File: src/rtl/uart_rx_pkt_ctrl_if.sv
// Payload stream from the packet controller to its consumer.
// The master drives data/valid/last/len and samples ready.
interface uart_rx_pkt_ctrl_if;
  logic [7:0] pkt_data;
  logic       pkt_valid;
  logic       pkt_last;
  logic       pkt_ready;
  logic [7:0] pkt_len;

  modport master (
    output pkt_data,
    output pkt_valid,
    output pkt_last,
    output pkt_len,
    input  pkt_ready
  );

  modport slave (
    input  pkt_data,
    input  pkt_valid,
    input  pkt_last,
    input  pkt_len,
    output pkt_ready
  );
endinterface

File: src/rtl/uart_rx_pkt_ctrl.sv
// Packet controller behind the UART receiver: frames SOF/LEN/data/CSUM,
// checks length, checksum and inter-byte timeout, streams good payloads.
module uart_rx_pkt_ctrl #(
  parameter logic [7:0]  SOF_BYTE    = 8'h7E,
  parameter int unsigned MAX_LEN     = 16,
  parameter int unsigned TIMEOUT_CYC = 312500
) (
  input  logic               clk,
  input  logic               rx_rst,
  input  logic               ctrl_en,
  output logic               rx_en,
  output logic               rx_clr,
  input  logic               rx_done,
  input  logic               rx_err,
  input  logic [7:0]         rx_data,
  uart_rx_pkt_ctrl_if.master pkt,
  output logic               pkt_ok,
  output logic               pkt_err,
  output logic [1:0]         err_code,
  output logic               drop
);

  localparam int IW    = $clog2(MAX_LEN + 1);
  localparam int AW    = (MAX_LEN > 1) ? $clog2(MAX_LEN) : 1;
  localparam int CW    = (TIMEOUT_CYC > 1) ? $clog2(TIMEOUT_CYC) : 1;
  localparam int DEPTH = 1 << AW;

  localparam logic [7:0]    MAXL    = 8'(MAX_LEN);
  localparam logic [CW-1:0] TO_LAST = CW'(TIMEOUT_CYC - 1);

  localparam logic [1:0] E_FRAME = 2'd0;
  localparam logic [1:0] E_LEN   = 2'd1;
  localparam logic [1:0] E_CSUM  = 2'd2;
  localparam logic [1:0] E_TMO   = 2'd3;

  typedef enum logic [2:0] {
    S_IDLE,
    S_LEN,
    S_PAYLOAD,
    S_CSUM,
    S_DELIVER,
    S_FLUSH
  } state_e;

  state_e        state_q, state_d;
  logic [7:0]    len_q, len_d;
  logic [7:0]    csum_q, csum_d;
  logic [IW-1:0] idx_q, idx_d;
  logic [IW-1:0] rd_q, rd_d;
  logic [CW-1:0] cnt_q, cnt_d;
  logic          ok_q, ok_d;
  logic          err_q, err_d;
  logic          drop_q, drop_d;
  logic [1:0]    code_q, code_d;
  logic          en_q;
  logic          wr_en;
  logic [7:0]    buf_q [DEPTH];

  logic [7:0] len_m1;
  logic       wr_last;
  logic       rd_last;
  logic       in_dlv;

  assign len_m1  = len_q - 8'd1;
  assign wr_last = (8'(idx_q) == len_m1);
  assign rd_last = (8'(rd_q) == len_m1);
  assign in_dlv  = (state_q == S_DELIVER);

  assign rx_en         = en_q;
  assign rx_clr        = (state_q == S_FLUSH);
  assign pkt.pkt_valid = in_dlv;
  assign pkt.pkt_data  = in_dlv ? buf_q[rd_q[AW-1:0]] : 8'h00;
  assign pkt.pkt_last  = in_dlv && rd_last;
  assign pkt.pkt_len   = len_q;
  assign pkt_ok        = ok_q;
  assign pkt_err       = err_q;
  assign err_code      = code_q;
  assign drop          = drop_q;

  // Next-state, status pulses and datapath updates for the framing FSM.
  always_comb begin
    state_d = state_q;
    len_d   = len_q;
    csum_d  = csum_q;
    idx_d   = idx_q;
    rd_d    = rd_q;
    cnt_d   = '0;
    ok_d    = 1'b0;
    err_d   = 1'b0;
    drop_d  = 1'b0;
    code_d  = code_q;
    wr_en   = 1'b0;

    unique case (state_q)
      S_IDLE: begin
        if (rx_err) begin
          err_d   = 1'b1;
          code_d  = E_FRAME;
          state_d = S_FLUSH;
        end else if (rx_done && ctrl_en && rx_data == SOF_BYTE) begin
          state_d = S_LEN;
        end
      end

      S_LEN, S_PAYLOAD, S_CSUM: begin
        if (!(rx_done || rx_err)) begin
          cnt_d = cnt_q + CW'(1);
        end
        if (!ctrl_en) begin
          state_d = S_IDLE;
        end else if (rx_err) begin
          err_d   = 1'b1;
          code_d  = E_FRAME;
          state_d = S_FLUSH;
        end else if (rx_done) begin
          if (state_q == S_LEN) begin
            len_d  = rx_data;
            csum_d = rx_data;
            idx_d  = '0;
            if (rx_data == 8'd0 || rx_data > MAXL) begin
              err_d   = 1'b1;
              code_d  = E_LEN;
              state_d = S_IDLE;
            end else begin
              state_d = S_PAYLOAD;
            end
          end else if (state_q == S_PAYLOAD) begin
            wr_en  = 1'b1;
            csum_d = csum_q ^ rx_data;
            idx_d  = idx_q + IW'(1);
            if (wr_last) begin
              state_d = S_CSUM;
            end
          end else begin
            if (rx_data == csum_q) begin
              ok_d    = 1'b1;
              rd_d    = '0;
              state_d = S_DELIVER;
            end else begin
              err_d   = 1'b1;
              code_d  = E_CSUM;
              state_d = S_IDLE;
            end
          end
        end else if (cnt_q == TO_LAST) begin
          err_d   = 1'b1;
          code_d  = E_TMO;
          state_d = S_IDLE;
        end
      end

      S_DELIVER: begin
        drop_d = rx_done || rx_err;
        if (pkt.pkt_ready) begin
          rd_d = rd_q + IW'(1);
          if (rd_last) begin
            state_d = S_IDLE;
          end
        end
      end

      S_FLUSH: begin
        state_d = S_IDLE;
      end

      default: begin
        state_d = S_IDLE;
      end
    endcase
  end

  // FSM state register.
  always_ff @(posedge clk) begin
    if (rx_rst) begin
      state_q <= S_IDLE;
    end else begin
      state_q <= state_d;
    end
  end

  // Datapath registers and registered status outputs.
  always_ff @(posedge clk) begin
    if (rx_rst) begin
      len_q  <= '0;
      csum_q <= '0;
      idx_q  <= '0;
      rd_q   <= '0;
      cnt_q  <= '0;
      ok_q   <= 1'b0;
      err_q  <= 1'b0;
      drop_q <= 1'b0;
      code_q <= '0;
      en_q   <= 1'b0;
    end else begin
      len_q  <= len_d;
      csum_q <= csum_d;
      idx_q  <= idx_d;
      rd_q   <= rd_d;
      cnt_q  <= cnt_d;
      ok_q   <= ok_d;
      err_q  <= err_d;
      drop_q <= drop_d;
      code_q <= code_d;
      en_q   <= ctrl_en;
    end
  end

  // Payload buffer; contents are don't-care after reset.
  always_ff @(posedge clk) begin
    if (wr_en) begin
      buf_q[idx_q[AW-1:0]] <= rx_data;
    end
  end

endmodule

File: src/flat_wrapper.sv
// flat-port wrapper written by rule: the top's interface ports become plain ports
module uart_rx_pkt_ctrl_flat 
#(
  parameter logic [7:0]  SOF_BYTE    = 8'h7E,
  parameter int unsigned MAX_LEN     = 16,
  parameter int unsigned TIMEOUT_CYC = 312500
)
  (clk, rx_rst, ctrl_en, rx_en, rx_clr, rx_done, rx_err, rx_data, pkt_ok, pkt_err, err_code, drop, pkt_pkt_data, pkt_pkt_valid, pkt_pkt_last, pkt_pkt_len, pkt_pkt_ready);
  uart_rx_pkt_ctrl_if pkt_i ();
  input  logic clk;
  input  logic rx_rst;
  input  logic ctrl_en;
  output logic rx_en;
  output logic rx_clr;
  input  logic rx_done;
  input  logic rx_err;
  input  logic [7:0] rx_data;
  output logic pkt_ok;
  output logic pkt_err;
  output logic [1:0] err_code;
  output logic drop;
  output wire logic [$bits(pkt_i.pkt_data)-1:0] pkt_pkt_data;
  output wire logic [$bits(pkt_i.pkt_valid)-1:0] pkt_pkt_valid;
  output wire logic [$bits(pkt_i.pkt_last)-1:0] pkt_pkt_last;
  output wire logic [$bits(pkt_i.pkt_len)-1:0] pkt_pkt_len;
  input wire logic [$bits(pkt_i.pkt_ready)-1:0] pkt_pkt_ready;
  assign pkt_pkt_data = pkt_i.pkt_data;
  assign pkt_pkt_valid = pkt_i.pkt_valid;
  assign pkt_pkt_last = pkt_i.pkt_last;
  assign pkt_pkt_len = pkt_i.pkt_len;
  assign pkt_i.pkt_ready = pkt_pkt_ready;
  uart_rx_pkt_ctrl #(.SOF_BYTE(SOF_BYTE), .MAX_LEN(MAX_LEN), .TIMEOUT_CYC(TIMEOUT_CYC)) u_core (.clk(clk), .rx_rst(rx_rst), .ctrl_en(ctrl_en), .rx_en(rx_en), .rx_clr(rx_clr), .rx_done(rx_done), .rx_err(rx_err), .rx_data(rx_data), .pkt(pkt_i), .pkt_ok(pkt_ok), .pkt_err(pkt_err), .err_code(err_code), .drop(drop));
endmodule
File: config.mk
export PLATFORM = sky130hd
export DESIGN_NAME = uart_rx_pkt_ctrl_flat
export DESIGN_NICKNAME = d
export VERILOG_FILES = /design/src/rtl/uart_rx_pkt_ctrl_if.sv /design/src/rtl/uart_rx_pkt_ctrl.sv /design/src/flat_wrapper.sv
export SDC_FILE = /design/constraint.sdc
export NUM_CORES = 1
export LEC_CHECK = 0
export BUFFER_PORTS_ARGS = -buffer_cell sky130_fd_sc_hd__buf_2
export CORE_ASPECT_RATIO = 1.4
export CORE_UTILIZATION = 30
export DETAILED_ROUTE_END_ITERATION = 10
export PLACE_DENSITY_LB_ADDON = 0.12
export SYNTH_ARGS = -nofsm -noshare
export SYNTH_HDL_FRONTEND = slang
export SYNTH_SLANG_ARGS = --single-unit
File: constraint.sdc
create_clock -name clk -period 4.6 [get_ports clk]
set_input_delay 0.92 -clock clk [delete_from_list [all_inputs] [get_ports clk]]
set_output_delay 0.92 -clock clk [all_outputs]
set_load 0.005 [all_outputs]
# Word level (Yosys, flattened, before mapping)
# Memory sizes are Yosys's and may differ from the RTL's. A register that Yosys moved wholly into a read port is not among the register bits.
# Cells that the tools add are included.
# totals
register_bits,54
mem_bits_rw,128
inputBits,14
out_inout_bits,25
wordCells,126
mem_count,1
# memory_table
name,depth,word_bits,rd,rd_ports_with_merged_regs,wr,line,source
u_core.buf_q,16,8,1,1,1,uart_rx_pkt_ctrl.sv:57,logic [7:0] buf_q [DEPTH];
# classes
n_addsub,4
order_cmp,1
n_eq_ne,26
muxes,58
bitwise,6
n_reduce_logical,19
# op_table
op,n
$mux W5,9
$mux W3,12
$mux W8,3
$mux W2,10
$add A19 B1 Y19 const B,1
$eq A19 B19 Y1 const B,1
$mux W1,18
$eq A5 B8 Y1,2
$ne A5 B4 Y1 const B,3
$reduce_and A5 Y1,3
$ne A2 B2 Y1 const B,7
$add A5 B1 Y5 const B,2
$pmux W5 S2,1
$pmux W3 S3,1
$eq A8 B7 Y1 const B,1
$eq A8 B8 Y1,1
$gt A8 B5 Y1 const B,1
$logic_not A8 Y1,1
$mux W4,2
$reduce_and A8 Y1,1
$sub A8 B1 Y8 const B,1
$xor A8 B8 Y8,1
$ne A7 B5 Y1 const B,1
$reduce_and A7 Y1,1
other kinds (17),30

# Longest topological paths before layout
# logic_depth
depth_word,10
ltp_mapped,10
mapped_depth_nobuf,9

# Worst setup path after synthesis
# Ideal clock, no wire load.
# synth_path
path_kind,flip-flop to output port
startpoint,register with a tool-made name
endpoint,output pkt_pkt_data[0]
t_arrival_ns,2.227
t_required_ns,3.680
setup_slack_ns,1.453
stages_incl_launch_ff,6
path_cell_list,dfxtp_1 > clkbuf_1 > buf_1 > mux4_2 > mux4_2 > and2_1
# synth_rtl
element,line,source
"end, declared",flat_wrapper.sv:22,output wire logic [$bits(pkt_i.pkt_data)-1:0] pkt_pkt_data;

==> reports/metrics.yaml <==
cp.buffers_inverters: 2
place_ws_ns: 1.32
finalHoldViolCount: 0
worst_path_max_delay_cell: "dfxtp_2"
grt_use_met3_pct: 2.75
synth_xor_area_share_pct: 5.92
cap_violations: 0
worst_slack_ns: 0.957
synth_edf_count: 128
slew_headroom_pct: 38.1
first_iter_violations: 314
cp.required_ns: 3.68
dp_hpwl_um: 13000
violations: "design-rule violations"
ir_drop_uv: 231
outcome: "finished, violations left"
power.switching_uw: 794
drt_pass1_iterations: 9
io_pins: 39
ys_ff_latch: 186
rsz0062_at_grt: "no"
max_freq_mhz: 274
yosys_most_used_dff: "edfxtp_1"
drive_above_1_share_pct: 21.6
core-area_mm2: 0.0256
period_minus_slack_ns: 3.64
clk_pin_slew_worst_paths_ns: 0.07
seq_area_frac_synth_pct: 63.8
final_nets: 634
synth_mux_area_share_pct: 11.7
layout.cells.non_filler: 945
grt_start_max_net_pins: 36
numCtsBuffers: 17
routed_wl_um: 20000
gr-total-overflow: 0
avgSynthCellArea_um2: 14.0
post_cts_buffers: 0
synthAdderAreaFrac_pct: 1.12
utilization_pct: 35.7
timing.hold.ws_ns: 0.443
crit_family: "multiplexers"
rows: 69
cts_tree: "yes"
post_cts_resized: 0
crit_path_max_incr_delay_ns: 0.68
holdBufCountCts: 0
critical_path_class: "register to output port"
htree_levels: 4
cp_cell_sequence: "buf_12, mux4_2, mux4_2, and2_1, buf_2"
dieHeight_um: 193
async_reset_ff_share_pct: 0
use_met1_pct: 19.4
insertion_delay_ns: 0.42
path_common_cell: "mux4_2"
synthCells: 559
synth_compound_area_share_pct: 3.66
io_buffers: 38
cts_buffer_depth: 2
gp_congestion: 0.772
clock-sinks: 186
drc: 7
chipWidth_um: 139
ant_nets: 0
synth_nets: 580
clockPowerShare_pct: 42.5
end_kind: "output port"
diodes: 0
initial_core_util_pct: 30.7
cp-start-kind: "register"
setup_viol: 0
synthToLayoutAreaGrowth_pct: 16.3
grt_pass1_vias: 5079
fin_crit_sh_pct: 79.2
min_path_type: "register to register"
wl_per_cell_um: 21.1
yosysUniqueCellTypes: 47
antenna_found_initial: 0
swShare_pct: 22.4
cts-root-buf: "clkbuf_16"
global_route.usage.met2_pct: 28.7
synth_warnings: 0
top_usage_layer: "met2"
maxSlewViolCount: 0
seq_power_share_pct: 51.4
grt_usage_pct: 15.9
tns_ns: 0
placed_cells: 913
vias: 4680
p_comb_share_pct: 6.0
p_leak_nw: 3.00
cp_max_fo: 20
synth_simple_gate_area_share_pct: 12.0
worst_pin_slew_ns: 0.926
die_area_mm2: 0.0268
vias_per_cell: 4.95
internal-power_mw: 2.75
synth_top_family_by_area: "simple AND/OR/NAND/NOR gates"
power_density_mw_per_mm2: 389
worstPathArrival_ns: 2.72
fin_skew_ns: 0.0110
netlist_area_mm2: 0.00784
grt_pass1_wl_um: 31200
[flip-flops by register name, indices dropped and copies added (netlist names), named ones only]
| signal | count |
|---|---|
| u_core.csum_q | 8 |
| u_core.pkt_ok | 1 |
| u_core.pkt.pkt_len | 8 |
| u_core.rd_q | 5 |
| u_core.pkt_err | 1 |
| u_core.state_q | 3 |
| u_core.cnt_q | 19 |
| u_core.err_code | 2 |
| u_core.rx_en | 1 |
| u_core.buf_q | 128 |
| u_core.drop | 1 |
| u_core.idx_q | 5 |
[power groups by stage]
stage / clock, mW / combinational (mW) / sequential [mW]
global route: 1.61 / 0.238 / 1.82
detailed placement: 0 / 0.216 / 1.86
global placement: 0 / 0.214 / 1.86
CTS: 1.55 / 0.217 / 1.82
floorplan: 0 / 0.147 / 1.84
finish: 1.51 / 0.214 / 1.82
[synthesized netlist by cell type, drive strengths merged, types with 4 or more instances]
master | number | area share [%]
edfxtp | 128 | 49
nand2 | 59 | 2.8
dfxtp | 58 | 15
nor2 | 51 | 2.4
mux4 | 40 | 11
xor2 | 27 | 3.0
xnor2 | 26 | 2.9
a21oi | 19 | 1.2
clkbuf | 19 | 0.93
nand3 | 13 | 0.83
nor3 | 13 | 0.83
and2 | 12 | 0.96
o21ai | 11 | 0.70
inv | 9 | 0.43
buf | 7 | 0.35
ha | 7 | 1.1
nand4 | 7 | 0.56
nand2b | 6 | 0.48
nor4 | 5 | 0.40
and3 | 4 | 0.32
or3 | 4 | 0.32
[metrics by stage]
stage               total power [mW]  instance area [um2]
floorplan                       1.99                 7840
finish                          3.54                 9110
detailed placement              2.08                 8510
CTS                             3.59                 9110
global route                    3.67                 9110
global placement                2.07                 8510
[cell families after synthesis]
group	count (synthesis)
xor gates and xnor gates	53
AOI/OAI and AO/OA	44
buffers and inverters	35
and+or+nand+nor	192
DFF	186
muxes	42
adders and majority gates	7
[worst register-to-register path, cell delays in order, from the launching register on]
cell and delay, ns:
dfxtp_1 0.40, inv_1 0.10, ha_1 0.23, nor3b_4 0.29, nand4bb_1 0.13, a211o_1 0.36
a2111oi_4 0.40, o221ai_2 0.19, or4_1 0.50, a21oi_1 0.14
[area by class of cell]
cell class / count / area, um2
inverters: 9 / 33.8
flip-flops and latches: 186 / 5010
clock buffers: 19 / 433
fillers: 2503 / 16400
multi-input cells: 338 / 2700
well taps: 319 / 399
clock inverters: 13 / 166
repair buffers: 61 / 375
[placed cells by master (no fill, tap or decap), types with 2 or more instances in the layout]
master,n
nor4b_1,3
edfxtp_1,128
clkinv_1,2
o21ai_0,11
and4_1,2
nor4_1,5
nand2b_1,6
buf_2,38
nand4_1,7
a31oi_1,3
buf_4,22
mux2i_1,2
and2_1,12
and3_1,4
a21oi_1,19
inv_6,3
mux4_2,40
dfxtp_1,57
clkbuf_16,17
inv_1,9
clkinv_4,4
xor2_1,27
nand3_1,13
clkbuf_1,2
nor2b_1,2
nand2_1,59
or3_1,4
bufinv_16,3
nor3b_1,2
or4_1,3
nor3_1,13
ha_1,7
xnor2_1,26
nor2_1,51
[path summary, 6_finish.rpt]
path,startpoint,end,slack [ns],cells after the start
setup / recovery,register,pkt_pkt_data[3],0.96,5
hold / removal,u_core.cnt_q[0]$_SDFF_PP0_,u_core.cnt_q[0]$_SDFF_PP0_,0.44,1
setup reg to reg,u_core.pkt.pkt_len[0]$_SDFFE_PP0P_,u_core.state_q[0]$_SDFFE_PP0P_,1.80,9
hold reg to reg,u_core.cnt_q[0]$_SDFF_PP0_,u_core.cnt_q[0]$_SDFF_PP0_,0.44,1
[metal layers]
metal	vias to the layer above	share of wire [%]
met5	-	0
met4	0	0.78
met3	10	2.1
met2	74	53
met1	2416	44
li1	2180	-
Note: power is estimated with default switching activity, not from simulation.
